**config.mk**
```make
export PLATFORM = sky130hd
export DESIGN_NAME = gaussian_stream_filter
export DESIGN_NICKNAME = d
export VERILOG_FILES = /design/src/rtl/gaussian_stream_filter.sv
export SDC_FILE = /design/constraint.sdc
export NUM_CORES = 1
export LEC_CHECK = 0
export CAP_MARGIN = 20
export CELL_PAD_IN_SITES_DETAIL_PLACEMENT = 0
export CELL_PAD_IN_SITES_GLOBAL_PLACEMENT = 1
export CORE_AREA = 8 8 182 184
export CTS_BUF_LIST = sky130_fd_sc_hd__clkbuf_8
export DETAILED_ROUTE_END_ITERATION = 10
export DIE_AREA = 0 0 190 192
export GPL_ROUTABILITY_DRIVEN = 0
export PLACE_DENSITY_LB_ADDON = 0.1
export RECOVER_POWER = 50
export SYNTH_ARGS = -nofsm -noshare
export SYNTH_HDL_FRONTEND = slang
export SYNTH_SLANG_ARGS = --single-unit
```
**constraint.sdc**
```tcl
create_clock -name clk -period 14.13 [get_ports clk]
set_clock_uncertainty 0.15 [all_clocks]
set_input_delay 2.826 -clock clk [delete_from_list [all_inputs] [get_ports clk]]
set_output_delay 2.826 -clock clk [all_outputs]
set_load 0.01 [all_outputs]
```
**src/rtl/gaussian_stream_filter.sv**
```systemverilog
// Streaming Gaussian filter: one 5-pixel window column per beat, reduced by a chain of
// per-column PE stages, with mode-selectable kernel (bypass, 3x3 or 5x5 binomial).
module gaussian_stream_filter #(
    parameter int unsigned PIXEL_WIDTH = 8,
    parameter int unsigned ACCUM_WIDTH = 20
) (
    input  logic                     clk,
    input  logic                     rst,
    input  logic                     in_valid,
    output logic                     in_ready,
    input  logic [5*PIXEL_WIDTH-1:0] in_col,
    input  logic                     in_sof,
    input  logic                     in_last,
    input  logic [1:0]               mode,
    output logic                     out_valid,
    input  logic                     out_ready,
    output logic [PIXEL_WIDTH-1:0]   out_data,
    output logic                     out_sof,
    output logic                     out_last,
    output logic [1:0]               mode_active
);

    localparam int Rows   = 5;
    localparam int Taps   = 5;
    localparam int Stages = 4;

    localparam logic [PIXEL_WIDTH-1:0] PixMax = '1;

    typedef enum logic [1:0] {
        ModeBypass = 2'd0,
        Mode3x3    = 2'd1,
        Mode5x5    = 2'd2,
        ModeRsvd   = 2'd3
    } mode_e;

    function automatic logic [2:0] binom5(input int i);
        logic [2:0] b;
        case (i)
            0, 4:    b = 3'd1;
            1, 3:    b = 3'd4;
            2:       b = 3'd6;
            default: b = 3'd0;
        endcase
        return b;
    endfunction

    // 3-tap binomial padded to 5 taps so the 3x3 kernel sits centred in the 5x5 window.
    function automatic logic [2:0] binom3(input int i);
        logic [2:0] b;
        case (i)
            1, 3:    b = 3'd1;
            2:       b = 3'd2;
            default: b = 3'd0;
        endcase
        return b;
    endfunction

    function automatic logic [5:0] coef(input mode_e m, input int r, input int s);
        logic [5:0] k;
        case (m)
            Mode5x5: k = 6'(binom5(r)) * 6'(binom5(s));
            Mode3x3: k = 6'(binom3(r)) * 6'(binom3(s));
            default: k = (r == 2 && s == 2) ? 6'd1 : 6'd0;
        endcase
        return k;
    endfunction

    // Handshake
    logic  beat;
    mode_e eff_mode;

    logic                   out_valid_q, out_valid_d;
    logic [PIXEL_WIDTH-1:0] out_data_q, out_data_d;
    logic                   out_sof_q, out_sof_d;
    logic                   out_last_q, out_last_d;
    logic [1:0]             mode_active_q, mode_active_d;

    assign in_ready = !out_valid_q || out_ready;
    assign beat     = in_valid && in_ready;
    assign eff_mode = mode_e'(in_sof ? mode : mode_active_q);

    // Column counter and first-output tracking
    logic [2:0] col_cnt_q, col_cnt_d;
    logic [2:0] col_j;
    logic       first_pending_q, first_pending_d;
    logic       eff_first;
    logic       emit;

    assign col_j     = in_sof ? 3'd0 : col_cnt_q;
    assign eff_first = in_sof || first_pending_q;
    assign emit      = beat && (col_j == 3'd4);

    always_comb begin
        col_cnt_d       = col_cnt_q;
        first_pending_d = first_pending_q;
        if (beat) begin
            if (in_last) begin
                col_cnt_d = 3'd0;
            end else begin
                col_cnt_d = (col_j == 3'd4) ? 3'd4 : col_j + 3'd1;
            end
            if (emit) begin
                first_pending_d = 1'b0;
            end else if (in_sof) begin
                first_pending_d = 1'b1;
            end
        end
    end

    // Per-coefficient-column weighted sums of the incoming column
    logic [ACCUM_WIDTH-1:0] col_sum [Taps];

    always_comb begin
        for (int s = 0; s < Taps; s++) begin
            col_sum[s] = '0;
            for (int r = 0; r < Rows; r++) begin
                col_sum[s] = col_sum[s]
                           + ACCUM_WIDTH'(coef(eff_mode, r, s))
                           * ACCUM_WIDTH'(in_col[r*PIXEL_WIDTH +: PIXEL_WIDTH]);
            end
        end
    end

    // PE chain: stage s holds the partial sum of the s+1 oldest columns of the window.
    logic [ACCUM_WIDTH-1:0] acc_q [Stages];
    logic [ACCUM_WIDTH-1:0] acc_d [Stages];
    logic [ACCUM_WIDTH-1:0] sum;

    always_comb begin
        for (int s = 0; s < Stages; s++) begin
            acc_d[s] = acc_q[s];
        end
        if (beat) begin
            acc_d[0] = col_sum[0];
            for (int s = 1; s < Stages; s++) begin
                acc_d[s] = acc_q[s-1] + col_sum[s];
            end
        end
    end

    assign sum = acc_q[Stages-1] + col_sum[Taps-1];

    // Round-to-nearest normalisation and clamp
    logic [3:0]             shift;
    logic [ACCUM_WIDTH-1:0] round_add;
    logic [ACCUM_WIDTH-1:0] rounded;
    logic [ACCUM_WIDTH-1:0] shifted;
    logic [PIXEL_WIDTH-1:0] result;

    always_comb begin
        shift     = 4'd0;
        round_add = '0;
        case (eff_mode)
            Mode5x5: begin
                shift     = 4'd8;
                round_add = ACCUM_WIDTH'(128);
            end
            Mode3x3: begin
                shift     = 4'd4;
                round_add = ACCUM_WIDTH'(8);
            end
            default: begin
                shift     = 4'd0;
                round_add = '0;
            end
        endcase
        rounded = sum + round_add;
        shifted = rounded >> shift;
        result  = (shifted > ACCUM_WIDTH'(PixMax)) ? PixMax : shifted[PIXEL_WIDTH-1:0];
    end

    // Output register and mode latch
    always_comb begin
        out_valid_d   = out_valid_q;
        out_data_d    = out_data_q;
        out_sof_d     = out_sof_q;
        out_last_d    = out_last_q;
        mode_active_d = mode_active_q;
        if (beat) begin
            out_valid_d = emit;
            if (emit) begin
                out_data_d = result;
                out_sof_d  = eff_first;
                out_last_d = in_last;
            end
            if (in_sof) begin
                mode_active_d = mode;
            end
        end else if (out_valid_q && out_ready) begin
            out_valid_d = 1'b0;
        end
    end

    always_ff @(posedge clk) begin
        if (rst) begin
            out_valid_q     <= 1'b0;
            out_data_q      <= '0;
            out_sof_q       <= 1'b0;
            out_last_q      <= 1'b0;
            mode_active_q   <= 2'd0;
            col_cnt_q       <= 3'd0;
            first_pending_q <= 1'b0;
            for (int s = 0; s < Stages; s++) begin
                acc_q[s] <= '0;
            end
        end else begin
            out_valid_q     <= out_valid_d;
            out_data_q      <= out_data_d;
            out_sof_q       <= out_sof_d;
            out_last_q      <= out_last_d;
            mode_active_q   <= mode_active_d;
            col_cnt_q       <= col_cnt_d;
            first_pending_q <= first_pending_d;
            for (int s = 0; s < Stages; s++) begin
                acc_q[s] <= acc_d[s];
            end
        end
    end

    assign out_valid   = out_valid_q;
    assign out_data    = out_data_q;
    assign out_sof     = out_sof_q;
    assign out_last    = out_last_q;
    assign mode_active = mode_active_q;

endmodule
```
==> impl_metrics.toml, run 1 <==
[outcome]
status = "finished, violations left"
violations = "capacitance limit, slew limit"

[cells_and_area]
drive_gt1_frac = 0.0341
diodes = 0
finalInstanceArea_um2 = 16100
nets = 2249
final_util = 0.534
syn2layout_area_growth_pct = 7.86
n_fill_cell = 2889

[critical_path]
start_kind = "input port"
end_kind = "flop"
r2r-end = "out_data[4]"
critPathKind = "in2reg"
critPathBufInv = 4
cp.arrival_ns = 12.95
r2r_cells = 33
rrSetupSlack_ns = 4.19
reg2reg_from = "mode_active[0]"
cp_top_family = "adder cells"
crit_fanout = 22
slowest_delay_ns = 0.81
worstPathRequired_ns = 14.23
slowest_stage = "ha_1"
crit_top_cell = "ha_1"

[routing]
drc = 0
drt_iter0_markers = 461
drt-total-wl_mm = 36.1
vias_per_cell = 5.23
antenna_left = 0
route.vias.total = 11121
dr.pass1.iters = 5
routedWlPerCell_um = 17.0

[timing]
rsz0062_at_grt = "false"
setup_slack_ns = 1.28
hold_viol = 0
setup_violations = 0
worst_pin_slew_ns = 3.84
setup-tns-final_ns = 0
min_period_over_period = 0.909
relSlewSlack = -1.56
fmaxAchievable_ghz = 0.0778
slew_violations = 115
min_period_ns = 12.85

[synth]
synth_most_common_cell = "inv_1"
synthArstFlopShare = 0
synth_top_area_frac = 0.258
yosys.area.top_type = "ha_1"
ys.flop_type = "dfxtp_1"
synth_warnings = 0
synth_cell_types = 78
synth-edff-count = 0
syn-mean-instance-area_um2 = 8.85
synthCells = 1688
synth-seq-cells = 88
yosysSeqAreaShare = 0.118
syn-cell-area_um2 = 14900
synth_area_leaders = "ha_1 (26%), fa_1 (22%), dfxtp_1 (12%)"
synth_commonest_cells = "inv_1 (321), ha_1 (308), fa_1 (167), nand2_1 (150), a21oi_1 (110)"

[die]
std_cell_rows = 64
coreArea_um2 = 30200
die-area_um2 = 36500
die-width_um = 190
ioPinCount = 62
initial_utilization = 0.495
chipHeight_um = 192

[global_routing]
antenna_found_initial = 0
overflow = 0
grt_pass1_vias = 11536
grt_start_max_net_pins = 83
grt_pass1_wl_mm = 60.2
grtUsageTotal = 0.205

[place]
post_dp_cell_area_um2 = 15900
portBuffers = 61
dp_hpwl_mm = 30.1
pre_cts_ws_ns = 1.29

[power]
vdd_drop_max_v = 0.000133
p_leak_nw = 8.73
p_per_area_nw_per_um2 = 166

[clock_network]
root_buffer = "clkbuf_8"
clock-sinks = 88
cts-resized-gates = 0
ctsHtreeMaxLevel = 3
cts_tree = "yes"
postCtsSetupBuffers = 0
clk_pin_slew_ns = 0.09
cts.path.max_buffers = 2
clkLatencyLatePin_ns = 0.37
hold_buffers = 0
cts_buffers = 9

[flow_run]
maxCapViolCount = 2

[worst_hold_path]
holdCritPathClass = "reg2reg"
hp-start = "acc_q[1][7]"
hold_depth = 2
min_to = "acc_q[1][7]"
==> state kept, by name (all words and copies together) (netlist names) <==
register	flops
out_valid	1
acc_q	71
first_pending_q	1
mode_active	2
col_cnt_q	3
out_last	1
out_sof	1
out_data	8
==> power by group <==
| group | internal [mW] | total, mW | switching [mW] | leakage [nW] |
|---|---|---|---|---|
| sequential | 0.292 | 0.316 | 0.0241 | 0.719 |
| combinational | 0.948 | 2.18 | 1.23 | 7.92 |
| clock | 0.0731 | 0.171 | 0.0980 | 0.0927 |
| total | 1.31 | 2.67 | 1.36 | 8.73 |
==> cell type report <==
| cell class | count | area (um2) | area share |
|---|---|---|---|
| multi-input cells | 1238 | 11800 | 0.734 |
| flip-flops and latches | 88 | 1760 | 0.109 |
| inverters | 322 | 1210 | 0.0750 |
| repair buffers | 67 | 643 | 0.0399 |
| well taps | 396 | 495 | 0.0308 |
| clock buffers | 11 | 151 | 0.00940 |
| clock inverters | 5 | 32.5 | 0.00202 |
==> how the worst max path moves through the flow <==
stage | startpoint | to | slack [ns] | cells past startpoint
finish | in_sof | out_data[4] | 1.28 | 34
global route | in_sof | out_data[2] | 0.52 | 34
CTS | in_sof | out_data[2] | 1.68 | 34
detailed placement | in_sof | out_data[4] | 1.29 | 34
global placement | in_sof | out_data[7] | 1.63 | 34
floorplan | in_sof | out_data[5] | 2.77 | 34
==> cells by family after synthesis <==
| group | synth area share |
|---|---|
| buf+inv | 0.0924 |
| xor+xnor | 0.0434 |
| fa+ha+maj | 0.482 |
| simple gates | 0.133 |
| flops | 0.118 |
| compound gates | 0.118 |
| other cells | 0.000251 |
| mux | 0.0132 |
==> routing by layer <==
| layer | routed length [um] | vias up | share of wire | track usage |
|---|---|---|---|---|
| li1 | - | 5585 | - | - |
| met1 | 17500 | 5343 | 0.49 | 0.283 |
| met2 | 16800 | 161 | 0.47 | 0.340 |
| met3 | 933 | 32 | 0.026 | 0.0211 |
| met4 | 832 | 0 | 0.023 | 0.0487 |
| met5 | 0 | - | 0 | 0 |
==> layout by cell type, fill, tap and decap left out, types with 9 or more instances in the layout <==
master           synthesis  final
xnor2_1                 51     51
xor2_1                  23     23
dfxtp_1                 88     88
clkdlybuf4s50_1          0     46
nand2_1                150    149
a21oi_1                110    110
nand2b_1                16     16
a31oi_1                  9      9
nor3_1                  32     32
and2_1                  58     53
fa_1                   167    167
nor2_1                  69     69
a211oi_1                13     13
and3_1                  10     10
nand3_1                 18     18
dlygate4sd3_1            0     14
ha_1                   308    308
inv_1                  321    322
mux2i_1                 13     13
nor2b_1                 15     15
o21ai_0                 34     34
clkbuf_8                 0     11
a21o_1                  21     21
==> through the flow <==
step / power [mW] / instances / hold slack, ns
after CTS: 2.71 / 2127 / 0.310
after global routing: 3.00 / 2127 / 0.332
after floorplan: 1.98 / 1693 / 0.282
after global placement: 2.52 / 2111 / 0.292
final: 2.67 / 2127 / 0.308
after detailed placement: 2.52 / 2111 / 0.297
==> worst min-delay path, delay by kind of cell, from the launching register on <==
family | cells | cell delay [ns]
DFF | 1 | 0.32
AOI/OAI and AO/OA | 1 | 0.05
and+or+nand+nor | 1 | 0.05
No activity file was read; power rests on OpenSTA's default activity.
==> run 2, diff against run 1 <==
--- a/constraint.sdc
+++ b/constraint.sdc
@@ -3,3 +3,3 @@
 set_input_delay 2.826 -clock clk [delete_from_list [all_inputs] [get_ports clk]]
 set_output_delay 2.826 -clock clk [all_outputs]
-set_load 0.01 [all_outputs]
+set_load 0.1 [all_outputs]
==> results of run 2 <==
Same layout as run 1 (identical final DEF). Status: finished, violations left: capacitance limit, slew limit.
==> run 3, diff against run 2 <==
Settings changed: CAP_MARGIN 20 to not set, CORE_AREA 8 8 182 184 to 8 8 188 190, DIE_AREA 0 0 190 192 to 0 0 196 198, GPL_ROUTABILITY_DRIVEN 0 to not set.
==> impl_metrics.toml, run 3 (synthesis gave the netlist of run 1 again) <==
[outcome]
status = "finished, violations left"
violations = "capacitance limit, slew limit"

[routing]
vias_per_cell = 5.16
drt_iter0_markers = 558
route.vias.total = 11026
routedWlPerCell_um = 17.0
drc = 0
dr.pass1.iters = 5
antenna_left = 0
drt-total-wl_mm = 36.3

[timing]
min_period_over_period = 0.909
relSlewSlack = -1.49
min_period_ns = 12.84
worst_pin_slew_ns = 3.73
fmaxAchievable_ghz = 0.0779
setup_violations = 0
hold_viol = 0
rsz0062_at_grt = "false"
setup-tns-final_ns = 0
hold_ws_ns = 0.304
slew_violations = 162

[worst_hold_path]
hold_depth = 2
hp-start = "acc_q[1][3]"
holdCritPathClass = "reg2reg"
min_to = "acc_q[1][3]"

[power]
p_per_area_nw_per_um2 = 168
vdd_drop_max_v = 0.000123
clock_power_share = 0.074
p_int_mw = 1.34
power_frac_seq = 0.116
p_switching_mw = 1.37
switching_share = 0.505
p_leak_nw = 8.74
combinationalPowerShare = 0.810

[cells_and_area]
nets = 2248
final_common_cell = "inv_1"
final_cells = 2138
regMostFlops = "acc_q"
drive_gt1_frac = 0.0335
final_cell_mix = "inv_1 (322), ha_1 (308), fa_1 (167), nand2_1 (149), a21oi_1 (110)"
largest_register_ffs = 71
final_util = 0.502
syn2layout_area_growth_pct = 8.16
diodes = 0

[die]
std_cell_rows = 66
chipHeight_um = 198
die-width_um = 196
die-area_um2 = 38800
coreArea_um2 = 32200
ioPinCount = 62
initial_utilization = 0.464

[critical_path]
slowest_stage = "dlygate4sd3_1"
slowest_delay_ns = 0.79
reg2reg_from = "mode_active[0]"
r2r-end = "out_data[4]"
worstPathRequired_ns = 14.25
start_kind = "input port"
cp.arrival_ns = 12.96
critPathKind = "in2reg"
crit_top_cell = "ha_1"
end_kind = "flop"
rrSetupSlack_ns = 4.32
crit_fanout = 43
r2r_cells = 35

[global_routing]
grt_pass1_wl_mm = 59.7
overflow = 0
antenna_found_initial = 0
grt_pass1_vias = 11235
grtUsageTotal = 0.192
grt_start_max_net_pins = 83

[place]
dp_hpwl_mm = 30.5
gp_congestion = 0.830
dpl.cell_count = 2122
portBuffers = 61

[clock_network]
hold_buffers = 0
clock-sinks = 88
cts_tree = "yes"
cts-resized-gates = 0
cts.path.max_buffers = 2
cts_buffers = 9
ctsHtreeMaxLevel = 3
clkLatencyLatePin_ns = 0.38
postCtsSetupBuffers = 0
root_buffer = "clkbuf_8"
clk_pin_slew_ns = 0.09

[flow_run]
maxCapViolCount = 2
[run 3: cell count changes in the layout (fill, tap and decap cells not counted), sizes merged]
| cell | change |
|---|---|
| buf | -1 |
| bufinv | +2 |
| clkbuf | -1 |
| clkdlybuf4s50 | -2 |
| clkinv | -1 |
| dlygate4sd3 | +2 |
[run 3: critical path, delay by kind of cell]
kind            cells  cell delay (ns)
compound gates     14             3.03
mux                 1             0.34
simple gates        5             0.84
xor+xnor            1             0.17
buf+inv             5             1.52
fa+ha+maj          10             4.21
[run 3: cell type report]
class,count,area (um2)
inverters,322,1210
clock inverters,6,83.8
multi-input cells,1238,11800
flip-flops and latches,88,1760
clock buffers,10,138
repair buffers,66,636
fillers,3146,16000
well taps,408,510
[run 3: stage by stage]
stage | area (um2) | setup slack, ns | power, mW
6_report | 16200 | 1.29 | 2.72
5_1_grt | 16200 | 0.560 | 3.04
4_1_cts | 16200 | 1.66 | 2.77
3_5_place_dp | 15900 | 1.31 | 2.54
3_3_place_gp | 15900 | 1.53 | 2.53
2_1_floorplan | 15000 | 2.76 | 1.98
[run 3: power groups by stage]
| stage | registers (mW) | clock network [mW] | logic [mW] |
|---|---|---|---|
| 5_1_grt | 0.320 | 0.216 | 2.51 |
| 3_3_place_gp | 0.321 | 0 | 2.21 |
| 3_5_place_dp | 0.321 | 0 | 2.22 |
| 2_1_floorplan | 0.315 | 0 | 1.67 |
| 4_1_cts | 0.315 | 0.208 | 2.24 |
| 6_report | 0.315 | 0.201 | 2.20 |
[run 3: metal layers]
layer,track usage,part of all wire,wire [um],vias to the layer above
met4,0.0317,0.010,377,0
met3,0.0199,0.021,763,21
met5,0,0,0,-
met1,0.271,0.50,18200,5283
met2,0.318,0.47,16900,129
li1,-,-,-,5593
[run 3: how the worst max path moves through the flow]
stage	to	startpoint
4_1_cts	out_data[4]	in_sof
2_1_floorplan	out_data[2]	in_sof
3_5_place_dp	out_data[2]	in_sof
3_3_place_gp	out_data[7]	in_sof
6_report	out_data[4]	in_sof
5_1_grt	out_data[7]	in_sof
